**src/rtl/array_op_scheduler_pkg.sv**
```systemverilog
// Shared definitions for the multiply/divide array scheduler: default widths,
// FSM state encoding, array mode encodings and the requester ID type.
package array_op_scheduler_pkg;

  localparam int DEF_NO_ROWS       = 10;
  localparam int DEF_NO_BITS_DIV   = 5;
  localparam int DEF_OUT_W         = 14;
  localparam int DEF_SETTLE_CYCLES = 4;

  // Settle counter width; holds SETTLE_CYCLES-1 for the legal range 1..15.
  localparam int CNT_W = 4;

  // MUL_BAR encodings presented to the array.
  localparam logic MODE_MUL = 1'b0;
  localparam logic MODE_DIV = 1'b1;

  typedef enum logic [1:0] {
    ST_IDLE   = 2'd0,
    ST_SETTLE = 2'd1,
    ST_RESP   = 2'd2
  } state_t;

  // Identifies which of the two requesters owns an operation.
  typedef logic req_id_t;

endpackage

```
**src/rtl/array_op_scheduler_rr_arb2.sv**
```systemverilog
// Two-input round-robin arbiter. A lone request always wins; when both
// request, the pointer decides. The pointer flips to the other requester
// after every accepted grant so contention alternates 0,1,0,1.
module rr_arb2
  import array_op_scheduler_pkg::*;
(
  input  logic       clk,
  input  logic       rst_n,
  input  logic [1:0] req,
  input  logic       accept,
  output req_id_t    grant,
  output logic       grant_valid
);

  req_id_t ptr;

  // Grant selection: single requester wins outright, otherwise follow ptr.
  always_comb begin
    grant       = 1'b0;
    grant_valid = |req;
    case (req)
      2'b01:   grant = 1'b0;
      2'b10:   grant = 1'b1;
      2'b11:   grant = ptr;
      default: grant = 1'b0;
    endcase
  end

  // Pointer favours requester 0 out of reset and moves past each winner.
  always_ff @(posedge clk or negedge rst_n) begin
    if (!rst_n) begin
      ptr <= 1'b0;
    end else if (accept) begin
      ptr <= ~grant;
    end
  end

endmodule

```
**src/rtl/array_op_scheduler.sv**
```systemverilog
// Sequencing and arbitration controller for the combinational mul/div array.
// Handshakes: a transfer happens on a rising clock edge where VALID and READY
// are both high. VALID, once raised, must not depend on READY; READY may
// depend on VALID. REQn_READY is combinational and only asserted in IDLE for
// the granted requester; RSP_* are held stable while RSP_VALID && !RSP_READY.
module array_op_scheduler
  import array_op_scheduler_pkg::*;
#(
  parameter int NO_ROWS       = DEF_NO_ROWS,
  parameter int NO_BITS_DIV   = DEF_NO_BITS_DIV,
  parameter int OUT_W         = DEF_OUT_W,
  parameter int SETTLE_CYCLES = DEF_SETTLE_CYCLES
) (
  input  logic                   CLK,
  input  logic                   RST_N,
  input  logic                   REQ0_VALID,
  output logic                   REQ0_READY,
  input  logic [NO_ROWS-1:0]     REQ0_Y,
  input  logic [NO_BITS_DIV-1:0] REQ0_X,
  input  logic                   REQ0_MUL_BAR,
  input  logic                   REQ1_VALID,
  output logic                   REQ1_READY,
  input  logic [NO_ROWS-1:0]     REQ1_Y,
  input  logic [NO_BITS_DIV-1:0] REQ1_X,
  input  logic                   REQ1_MUL_BAR,
  output logic                   RSP_VALID,
  input  logic                   RSP_READY,
  output logic                   RSP_ID,
  output logic [OUT_W-1:0]       RSP_RESULT,
  output logic [NO_ROWS-1:0]     RSP_Q,
  output logic                   RSP_DIV0,
  output logic [NO_ROWS-1:0]     ARR_Y,
  output logic [NO_BITS_DIV-1:0] ARR_X,
  output logic                   ARR_MUL_BAR,
  input  logic [OUT_W-1:0]       ARR_REM_MUL_OUT,
  input  logic [NO_ROWS-1:0]     ARR_Q,
  output logic                   BUSY,
  output state_t                 DBG_STATE
);

  localparam logic [CNT_W-1:0] CNT_LOAD = CNT_W'(SETTLE_CYCLES - 1);

  state_t                 state;
  state_t                 state_nxt;
  logic [CNT_W-1:0]       cnt;
  req_id_t                grant_id;
  logic                   any_valid;
  logic                   accept;
  logic                   is_div0;
  logic                   settle_done;
  logic [NO_ROWS-1:0]     sel_y;
  logic [NO_BITS_DIV-1:0] sel_x;
  logic                   sel_mb;

  rr_arb2 u_arb (
    .clk         (CLK),
    .rst_n       (RST_N),
    .req         ({REQ1_VALID, REQ0_VALID}),
    .accept      (accept),
    .grant       (grant_id),
    .grant_valid (any_valid)
  );

  // Request-side decode: accept whenever IDLE and someone is valid.
  always_comb begin
    accept      = (state == ST_IDLE) && any_valid;
    REQ0_READY  = accept && (grant_id == 1'b0);
    REQ1_READY  = accept && (grant_id == 1'b1);
    sel_y       = grant_id ? REQ1_Y       : REQ0_Y;
    sel_x       = grant_id ? REQ1_X       : REQ0_X;
    sel_mb      = grant_id ? REQ1_MUL_BAR : REQ0_MUL_BAR;
    is_div0     = (sel_mb == MODE_DIV) && (sel_x == '0);
    settle_done = (state == ST_SETTLE) && (cnt == '0);
    RSP_VALID   = (state == ST_RESP);
    BUSY        = (state != ST_IDLE);
    DBG_STATE   = state;
  end

  // State register.
  always_ff @(posedge CLK or negedge RST_N) begin
    if (!RST_N) begin
      state <= ST_IDLE;
    end else begin
      state <= state_nxt;
    end
  end

  // Next-state logic; divide-by-zero skips the array entirely.
  always_comb begin
    state_nxt = state;
    case (state)
      ST_IDLE:   if (accept) state_nxt = is_div0 ? ST_RESP : ST_SETTLE;
      ST_SETTLE: if (cnt == '0) state_nxt = ST_RESP;
      ST_RESP:   if (RSP_READY) state_nxt = ST_IDLE;
      default:   state_nxt = ST_IDLE;
    endcase
  end

  // Settle counter: loaded on accept, counts down to the capture cycle.
  always_ff @(posedge CLK or negedge RST_N) begin
    if (!RST_N) begin
      cnt <= '0;
    end else if (accept) begin
      cnt <= CNT_LOAD;
    end else if ((state == ST_SETTLE) && (cnt != '0)) begin
      cnt <= cnt - CNT_W'(1);
    end
  end

  // Operand registers feed the array and only change on accept, so the
  // array inputs stay quiet between operations. Results captured at settle
  // end (or synthesised directly for divide-by-zero).
  always_ff @(posedge CLK or negedge RST_N) begin
    if (!RST_N) begin
      ARR_Y       <= '0;
      ARR_X       <= '0;
      ARR_MUL_BAR <= 1'b0;
      RSP_ID      <= 1'b0;
      RSP_RESULT  <= '0;
      RSP_Q       <= '0;
      RSP_DIV0    <= 1'b0;
    end else begin
      if (accept) begin
        ARR_Y       <= sel_y;
        ARR_X       <= sel_x;
        ARR_MUL_BAR <= sel_mb;
        RSP_ID      <= grant_id;
        if (is_div0) begin
          RSP_DIV0   <= 1'b1;
          RSP_Q      <= '1;
          RSP_RESULT <= '0;
        end
      end
      if (settle_done) begin
        RSP_DIV0 <= 1'b0;
        if (ARR_MUL_BAR == MODE_MUL) begin
          RSP_RESULT <= ARR_REM_MUL_OUT;
          RSP_Q      <= '0;
        end else begin
          RSP_RESULT <= {{(OUT_W-NO_BITS_DIV){1'b0}}, ARR_REM_MUL_OUT[NO_BITS_DIV-1:0]};
          RSP_Q      <= ARR_Q;
        end
      end
    end
  end

endmodule

```
**config.mk**
```make
export PLATFORM = sky130hd
export DESIGN_NAME = array_op_scheduler
export DESIGN_NICKNAME = d
export VERILOG_FILES = /design/src/rtl/array_op_scheduler_pkg.sv /design/src/rtl/array_op_scheduler_rr_arb2.sv /design/src/rtl/array_op_scheduler.sv
export SDC_FILE = /design/constraint.sdc
export NUM_CORES = 1
export LEC_CHECK = 0
export ABC_AREA = 1
export BUFFER_PORTS_ARGS = -buffer_cell sky130_fd_sc_hd__buf_4
export CORE_ASPECT_RATIO = 0.9
export CORE_MARGIN = 4
export CORE_UTILIZATION = 46
export CTS_CLUSTER_SIZE = 10
export DETAILED_ROUTE_END_ITERATION = 6
export HOLD_SLACK_MARGIN = 0.08
export PLACE_DENSITY = 0.89
export SLEW_MARGIN = 10
export SYNTH_ARGS = -nofsm -noshare
export SYNTH_HDL_FRONTEND = slang
export SYNTH_SLANG_ARGS = --single-unit
```
**constraint.sdc**
```tcl
create_clock -name CLK -period 2 [get_ports CLK]
set_clock_uncertainty 0.05 [all_clocks]
set_input_delay 0.3 -clock CLK [delete_from_list [all_inputs] [get_ports CLK]]
set_output_delay 0.3 -clock CLK [all_outputs]
set_load 0.01 [all_outputs]
```
==> impl_metrics.env, run 1 <==
export IMPL_ys_seq_area_share_pct=54.5
export IMPL_synthToLayoutAreaGrowth_pct=44.5
export IMPL_mostFrequentLayoutCell="nand2_1"
export IMPL_status="complete, no violations"
export IMPL_wl_um=5870
export IMPL_antenna_found_initial=0
export IMPL_postCtsSetupBuffers=0
export IMPL_rows=23
export IMPL_comb_power_share_pct=47.2
export IMPL_synth_seq_cells=49
export IMPL_drc_errors=0
export IMPL_grt_max_degree=50
export IMPL_cts_buffer_depth=2
export IMPL_cts_tree="built"
export IMPL_crit_path_cell_trace="inv_1 > nand2_1 > nor2_4 > nand2_1 > inv_4 > buf_4"
export IMPL_final_max_slew_viol_count=0
export IMPL_dp_hpwl_um=4450
export IMPL_seqPwrFrac_pct=37.4
export IMPL_io_buffers=108
export IMPL_switching_share_pct=38.3
export IMPL_min_path_type="input port to register"
export IMPL_power_density_nw_per_um2=1460
export IMPL_power_frac_clock_pct=15.4
export IMPL_die_w_um=81.7
export IMPL_die_y_um=74.4
export IMPL_drt_iter0_markers=99
export IMPL_cp_data_arrival_time_ns=1.54
export IMPL_die_area_um2=6080
export IMPL_vias=2163
export IMPL_setup_violations=0
export IMPL_htree_levels=2
export IMPL_initial_core_util_pct=49.2
export IMPL_worstPathMaxFanout=11
export IMPL_p_int_mw=2.92
export IMPL_fin_util_pct=71.1
export IMPL_grt_overflow_total=0
export IMPL_cp_required_ns=1.65
export IMPL_synth_area_um2=2250
export IMPL_grt_pass1_wl_um=9140
export IMPL_io_pins=109
export IMPL_root_buffer="clkbuf_8"
export IMPL_fmax_mhz=528
export IMPL_avgSynthCellArea_um2=8.01
export IMPL_yosysWarnings=0
export IMPL_critical_path_class="register to output pin"
export IMPL_cts_sinks=49
export IMPL_slowest_stage="dfrtp_1"
export IMPL_critPathLaunchType="register"
export IMPL_ys_types=24
export IMPL_synth_fp_nets=343
export IMPL_leakage_nw=1.76
export IMPL_min_period_ns=1.89
export IMPL_slowest_delay_ns=0.41
export IMPL_postSynthCellCount=281
export IMPL_layout_drive_gt1_share_pct=34.8
export IMPL_antenna_left=0
export IMPL_nets=452
export IMPL_switching_power_mw=1.81
export IMPL_timing_critical_path_mode_cell="nand2_1"
export IMPL_wl_per_cell_um=13.0
export IMPL_final_cell_mix="nand2_1, buf_4, dfrtp_1"
export IMPL_clk_latency_ns=0.30
export IMPL_worstSetupEndpointType="output pin"
export IMPL_drt_pass1_iter_count=4
export IMPL_maxSlewHeadroom_pct=59.8
export IMPL_finalHoldViolCount=0
export IMPL_power_mw=4.73
export IMPL_ir_worst_vdd_mv=0.595
export IMPL_place_gp_congestion=0.747
export IMPL_fin_crit_sh_pct=94.6
export IMPL_track_usage_pct=19.5
export IMPL_cts_buffers=5
export IMPL_core_area_um2=4580
export IMPL_vias_per_cell=4.77
export IMPL_antenna_cells=0
export IMPL_grt_pass1_vias=2066
export IMPL_cap_violations=0
export IMPL_max_slew_worst_pin_slew_ns=0.603
export IMPL_cts_clk_slew_worst_paths_ns=0.09
[registers in the layout (all words and copies together) (netlist names)]
signal and cells:
RSP_ID 1, ARR_Y 10, ARR_MUL_BAR 1, DBG_STATE 2
u_arb.ptr 1, cnt 4, ARR_X 5, RSP_Q 10
RSP_DIV0 1, RSP_RESULT 14
[final cells by class]
type	count	area, um2
Fill cell	353	1320
Sequential cell	49	1230
Multi-Input combinational cell	201	893
Timing Repair Buffer	113	851
Inverter	20	83.8
Clock buffer	6	82.6
Tap cell	62	77.6
Clock inverter	2	37.5
[cell usage after synthesis]
cell type  number  area (um2)
a21oi_1         2        10.0
a21oi_2         1        8.76
a31oi_1         3        18.8
buf_1           2        7.51
buf_2           3        15.0
buf_4           1        7.51
buf_6           2        22.5
clkbuf_1        3        11.3
dfrtp_1        49        1230
ha_1            1        12.5
inv_1          18        67.6
inv_2           2        7.51
nand2_1       126         473
nand2_2         3        18.8
nand2_4         1        11.3
nand3_1        38         190
nand3_4         1        17.5
nand3b_1        1        7.51
nor2_1          8        30.0
nor2_2          4        25.0
nor3_1          2        10.0
o211ai_1        1        7.51
o21ai_0         8        40.0
o21ai_1         1        5.00
[final timing paths]
kind / from / endpoint / slack [ns] / depth (start not counted)
worst max-delay path: DBG_STATE[0] / REQ0_READY / 0.11 / 6
worst min-delay path: ARR_REM_MUL_OUT[10] / RSP_RESULT[10] / 0.15 / 3
worst max register to register: u_arb.ptr / RSP_Q[1] / 0.22 / 11
worst min register to register: cnt[3] / cnt[3] / 0.41 / 1
max in group asynchronous: RST_N / ARR_Y[7] / 0.98 / 2
min in group asynchronous: RST_N / RSP_Q[6] / 0.50 / 2
[power by group through the flow]
stage | registers [mW] | logic, mW | clock network, mW
CTS | 1.77 | 2.24 | 0.747
floorplan | 1.93 | 0.999 | 0
finish | 1.77 | 2.23 | 0.729
detailed placement | 1.78 | 2.24 | 0
global route | 1.83 | 2.47 | 0.793
global placement | 1.77 | 2.17 | 0
[cell families after synthesis]
family	after synthesis	synth area share [%]
fa+ha+maj	1	0.556
compound gates	16	4.00
flops	49	54.5
buf+inv	31	6.17
simple gates	184	34.8
[through the flow]
stage                      TNS, ns  instance area [um2]  cells  setup WS [ns]  hold WS (ns)
after floorplan                  0                 2250    281          0.445       -0.0456
after CTS                        0                 3240    453         0.0168         0.141
final                            0                 3250    453          0.108         0.149
after global routing      -0.00504                 3250    453       -0.00504         0.139
after global placement           0                 3110    444          0.237         0.300
after detailed placement         0                 3110    444          0.187         0.311
[worst max-delay path, delay by kind of cell, from the launching register on]
kind	cells	cell delay, ns
buffers and inverters	3	0.37
AND/OR/NAND/NOR	3	0.45
flip-flops	1	0.41
[layer usage]
metal  wire length [um]  track usage (%)
met1               2330             22.7
met2               3070             35.5
met3                393             5.08
met4                 79             5.54
met5                  0                0
[timing repair]
item / 4_1_cts / 5_1_grt
setup endpoints to repair: 2 / 12
hold endpoints to repair: 49 / 0
hold buffers: 1 / 0
gates resized for setup: 2 / 5
Note: power is estimated with default switching activity, not from simulation.
==> run 2: changes to the inputs <==
--- a/config.mk
+++ b/config.mk
@@ -14,6 +14,7 @@
 export DETAILED_ROUTE_END_ITERATION = 6
 export HOLD_SLACK_MARGIN = 0.08
 export PLACE_DENSITY = 0.89
+export SETUP_SLACK_MARGIN = 0.5
 export SLEW_MARGIN = 10
 export SYNTH_ARGS = -nofsm -noshare
 export SYNTH_HDL_FRONTEND = slang
==> impl_metrics.env, run 2 (same netlist as run 1, synthesis figures left out) <==
export IMPL_power_mw=5.52
export IMPL_layout_drive_gt1_share_pct=46.4
export IMPL_wl_um=9820
export IMPL_dp_worst_setup_slack_ns=0.288
export IMPL_cts_buffers=5
export IMPL_cts_tree="built"
export IMPL_setup_violations=0
export IMPL_final_max_slew_viol_count=0
export IMPL_cp_top_family="simple AND/OR/NAND/NOR gates"
export IMPL_die_w_um=81.7
export IMPL_power_frac_clock_pct=10.4
export IMPL_regMostFlops="RSP_RESULT"
export IMPL_slowest_delay_ns=0.39
export IMPL_grt_max_degree=50
export IMPL_worstSetupEndpointType="register"
export IMPL_ir_worst_vdd_mv=0.908
export IMPL_layout_area_seq_um2=1230
export IMPL_fmax_mhz=554
export IMPL_worstPathMaxFanout=7
export IMPL_slowest_stage="dfrtp_1"
export IMPL_cts_sinks=49
export IMPL_drt_pass1_iter_count=7
export IMPL_seqPwrFrac_pct=33.2
export IMPL_io_pins=109
export IMPL_cts_clk_slew_worst_paths_ns=0.10
export IMPL_clk_latency_ns=0.30
export IMPL_cp_data_arrival_time_ns=1.95
export IMPL_maxSlewHeadroom_pct=58.7
export IMPL_p_int_mw=3.15
export IMPL_reg_top3="RSP_RESULT: 14 flops, ARR_Y: 10 flops, RSP_Q: 10 flops"
export IMPL_switching_share_pct=42.8
export IMPL_track_usage_pct=25.5
export IMPL_power_density_nw_per_um2=1480
export IMPL_largest_reg_flops=14
export IMPL_antenna_cells=0
export IMPL_mostFrequentLayoutCell="buf_4"
export IMPL_finalHoldViolCount=0
export IMPL_grt_pass1_wl_um=11800
export IMPL_timing_critical_path_mode_cell="nand2_2"
export IMPL_rsz0062_at_grt="true"
export IMPL_die_y_um=74.4
export IMPL_grt_overflow_total=0
export IMPL_antenna_found_initial=0
export IMPL_die_area_um2=6080
export IMPL_critical_path_class="register to register"
export IMPL_place_gp_congestion=0.802
export IMPL_fillers=248
export IMPL_fin_ws_ns=0.196
export IMPL_final_cell_mix="buf_4, nand2_1, dfrtp_1"
export IMPL_io_buffers=108
export IMPL_vias=2813
export IMPL_critPathLaunchType="register"
export IMPL_path_buf_inv=3
export IMPL_comb_power_share_pct=56.3
export IMPL_crit_path_cell_trace="inv_2 > nand2_2 > nand2_4 > inv_4 > nand2_2 > nand2_2 > nor2_4 > nand3_4 > clkbuf_16 > nand3_1 > nand2_1"
export IMPL_initial_core_util_pct=49.2
export IMPL_cp_required_ns=2.15
export IMPL_wl_per_cell_um=20.3
export IMPL_dp_hpwl_um=4580
export IMPL_rows=23
export IMPL_core_area_um2=4580
export IMPL_leakage_nw=2.00
export IMPL_nets=483
export IMPL_min_period_ns=1.80
export IMPL_timing_setup_tns_ns=0
export IMPL_max_slew_worst_pin_slew_ns=0.620
export IMPL_multi_input_area_um2=1030
export IMPL_fin_crit_sh_pct=90.2
export IMPL_synthToLayoutAreaGrowth_pct=65.9
export IMPL_drc_errors=0
export IMPL_cts_buffer_depth=2
export IMPL_antenna_left=0
export IMPL_r2r_setup_slack_ns=0.20
export IMPL_htree_levels=2
export IMPL_root_buffer="clkbuf_8"
export IMPL_cap_violations=0
export IMPL_switching_power_mw=2.36
export IMPL_grt_pass1_vias=2530
export IMPL_drt_iter0_markers=406
export IMPL_vias_per_cell=5.81
export IMPL_min_path_type="input port to register"
export IMPL_status="complete, no violations"
[run 2: path summary, 6_finish.rpt]
check,start,endpoint,cells after the start
max in group asynchronous,RST_N,ARR_MUL_BAR,2
hold / removal,ARR_REM_MUL_OUT[13],RSP_RESULT[13],3
min in group asynchronous,RST_N,RSP_Q[5],2
setup reg to reg,u_arb.ptr,RSP_Q[0],11
setup / recovery,u_arb.ptr,RSP_Q[0],11
hold reg to reg,ARR_Y[9],ARR_Y[9],2
[run 2: worst reg2reg max path, stage by stage, from the launching register on]
cell and delay [ns]:
dfrtp_1 0.39, inv_2 0.07, nand2_2 0.08, nand2_4 0.13
inv_4 0.07, nand2_2 0.09, nand2_2 0.07, nor2_4 0.15
nand3_4 0.20, clkbuf_16 0.23, nand3_1 0.12, nand2_1 0.09
[run 2: metrics by stage]
step | utilization [%] | hold slack, ns | area [um2] | cells
after floorplan | - | -0.0456 | 2260 | 281
after global placement | 68.2 | 0.300 | 3120 | 446
after detailed placement | 68.2 | 0.298 | 3120 | 446
after CTS | 76.4 | 0.142 | 3500 | 474
after global routing | 81.6 | 0.145 | 3730 | 484
final | 81.6 | 0.151 | 3730 | 484
[run 2: final cells by class]
class | instances | share of cell area [%]
Multi-Input combinational cell | 201 | 27.5
Timing Repair Buffer | 144 | 33.1
Tap cell | 62 | 2.08
Clock inverter | 2 | 0.268
Inverter | 20 | 2.24
Sequential cell | 49 | 32.9
Clock buffer | 6 | 1.94
[run 2: layer usage]
layer	global-route usage [%]	share of wire (%)
met1	31.4	34
met4	12.0	6.7
met5	0	0
met3	4.24	10
met2	43.6	49
[run 2: timing repair]
item	4_1_cts	5_1_grt
cloned	2	2
hold buffers	1	0
endpoints found under the setup margin	38	40
setup buffers	17	8
gates resized for setup	31	36
pin swaps	8	9
endpoints found under the hold margin	49	0
[run 2: power by group through the flow]
stage	combinational [mW]	clock (mW)	sequential (mW)
after floorplan	1.01	0	1.93
after global placement	2.19	0	1.76
after detailed placement	2.26	0	1.78
after CTS	2.62	0.574	1.77
after global routing	3.30	0.619	1.87
final	3.11	0.576	1.83
==> run 3: changes to the inputs <==
--- a/config.mk
+++ b/config.mk
@@ -9,11 +9,10 @@
 export BUFFER_PORTS_ARGS = -buffer_cell sky130_fd_sc_hd__buf_4
 export CORE_ASPECT_RATIO = 0.9
 export CORE_MARGIN = 4
-export CORE_UTILIZATION = 46
-export CTS_CLUSTER_SIZE = 10
+export CORE_UTILIZATION = 45
 export DETAILED_ROUTE_END_ITERATION = 6
 export HOLD_SLACK_MARGIN = 0.08
-export PLACE_DENSITY = 0.89
+export PLACE_DENSITY = 0.87
 export SETUP_SLACK_MARGIN = 0.5
 export SLEW_MARGIN = 10
 export SYNTH_ARGS = -nofsm -noshare
==> impl_metrics.env, run 3 (same netlist as run 1, synthesis figures left out) <==
export IMPL_status="complete, no violations"
export IMPL_grt_pass1_wl_um=10500
export IMPL_dp_hpwl_um=4510
export IMPL_max_slew_worst_pin_slew_ns=0.628
export IMPL_die_w_um=82.6
export IMPL_core_area_um2=4830
export IMPL_final_max_slew_viol_count=0
export IMPL_power_mw=5.34
export IMPL_cts_buffer_depth=2
export IMPL_grt_pass1_vias=2354
export IMPL_critical_path_class="register to output pin"
export IMPL_rsz0062_at_grt="true"
export IMPL_cts_tree="built"
export IMPL_power_frac_clock_pct=11.8
export IMPL_nets=481
export IMPL_root_buffer="clkbuf_8"
export IMPL_switching_power_mw=2.18
export IMPL_die_area_um2=6200
export IMPL_drt_iter0_markers=129
export IMPL_regMostFlops="RSP_RESULT"
export IMPL_top_usage_layer="met2"
export IMPL_vias_per_cell=5.07
export IMPL_cp_data_arrival_time_ns=1.32
export IMPL_drt_pass1_iter_count=4
export IMPL_track_usage_pct=21.9
export IMPL_finalHoldViolCount=0
export IMPL_synthToLayoutAreaGrowth_pct=67.8
export IMPL_antenna_cells=0
export IMPL_power_density_nw_per_um2=1410
export IMPL_grt_met3_usage_pct=4.78
export IMPL_min_period_ns=1.67
export IMPL_fin_crit_sh_pct=83.6
export IMPL_cap_violations=0
export IMPL_cts_clk_slew_worst_paths_ns=0.09
export IMPL_clk_latency_ns=0.29
export IMPL_hold_ws_ns=0.145
export IMPL_rows=24
export IMPL_cp_required_ns=1.65
export IMPL_switching_share_pct=40.8
export IMPL_layout_area_seq_um2=1230
export IMPL_timing_setup_tns_ns=0
export IMPL_min_path_type="input port to register"
export IMPL_io_buffers=108
export IMPL_die_y_um=75.1
export IMPL_ir_worst_vdd_mv=0.917
export IMPL_fin_util_pct=78.1
export IMPL_place_gp_congestion=0.776
export IMPL_setup_violations=0
export IMPL_grt_use_met1_pct=27.2
export IMPL_layout_drive_gt1_share_pct=51.0
export IMPL_vias=2457
export IMPL_grt_max_degree=50
export IMPL_htree_levels=2
export IMPL_initial_core_util_pct=46.6
export IMPL_largest_reg_flops=14
export IMPL_leakage_nw=1.99
export IMPL_critPathLaunchType="register"
export IMPL_wl_um=7450
export IMPL_maxSlewHeadroom_pct=58.1
export IMPL_seqPwrFrac_pct=34.6
export IMPL_cts_buffers=5
export IMPL_wl_per_cell_um=15.4
export IMPL_io_pins=109
export IMPL_antenna_found_initial=0
export IMPL_reg_top3="RSP_RESULT: 14 flops, ARR_Y: 10 flops, RSP_Q: 10 flops"
export IMPL_worstPathMaxFanout=3
export IMPL_comb_power_share_pct=53.6
export IMPL_fmax_mhz=598
export IMPL_cts_sinks=49
export IMPL_fillers=313
export IMPL_worstSetupEndpointType="output pin"
export IMPL_drc_errors=0
export IMPL_use_met2_pct=39.0
export IMPL_antenna_left=0
export IMPL_multi_input_area_um2=1170
export IMPL_p_int_mw=3.16
export IMPL_grt_overflow_total=0
export IMPL_mostFrequentLayoutCell="buf_4"
export IMPL_final_cell_mix="buf_4, nand2_1, dfrtp_1"
-- run 3: area by class of cell --
cell class                      instances  area share, %
Clock buffer                            7           2.55
Clock inverter                          1          0.133
Inverter                               20           2.35
Multi-Input combinational cell        203           31.0
Sequential cell                        49           32.5
Tap cell                               65           2.15
Timing Repair Buffer                  139           29.1
Timing Repair inverter                  1          0.199
-- run 3: final timing paths --
path / cells past startpoint / end / start / slack, ns
min in group asynchronous: 2 / RSP_RESULT[13] / RST_N / 0.51
max reg2reg: 11 / RSP_RESULT[3] / u_arb.ptr / 0.36
min reg2reg: 2 / RSP_ID / RSP_ID / 0.43
min: 3 / RSP_RESULT[9] / ARR_REM_MUL_OUT[9] / 0.15
max in group asynchronous: 2 / ARR_MUL_BAR / RST_N / 0.93
max: 7 / REQ1_READY / DBG_STATE[1] / 0.33
-- run 3: power groups by stage --
stage | combinational (mW) | clock (mW) | sequential [mW]
finish | 2.86 | 0.632 | 1.85
global route | 3.14 | 0.676 | 1.89
CTS | 2.61 | 0.636 | 1.81
detailed placement | 2.27 | 0 | 1.79
global placement | 2.19 | 0 | 1.78
floorplan | 1.01 | 0 | 1.93
-- run 3: per-layer routing --
layer,routed length [um],part of all wire [%]
met2,3850,52
met1,2960,40
met5,0,0
met4,146,2.0
met3,487,6.5
-- run 3: repair_timing --
action | 4_1_cts | 5_1_grt
hold buffers | 1 | 0
resized for setup | 65 | 30
cloned | 4 | 1
setup buffers | 15 | 5
endpoints found under the hold margin | 49 | 0
pin swaps | 19 | 9
setup endpoints to repair | 35 | 37
-- run 3: through the flow --
stage	area [um2]	std cells	setup slack (ns)
after global routing	3780	485	0.258
after CTS	3620	479	0.347
after floorplan	2260	281	0.477
after global placement	3140	451	0.344
final	3780	485	0.328
after detailed placement	3140	451	0.239
-- run 3: critical path, stage by stage, from the launching register on --
cell	delay [ns]
dfrtp_1	0.41
inv_2	0.10
nand2_4	0.07
nor2_4	0.10
buf_6	0.13
nand2_4	0.06
inv_4	0.06
buf_6	0.09
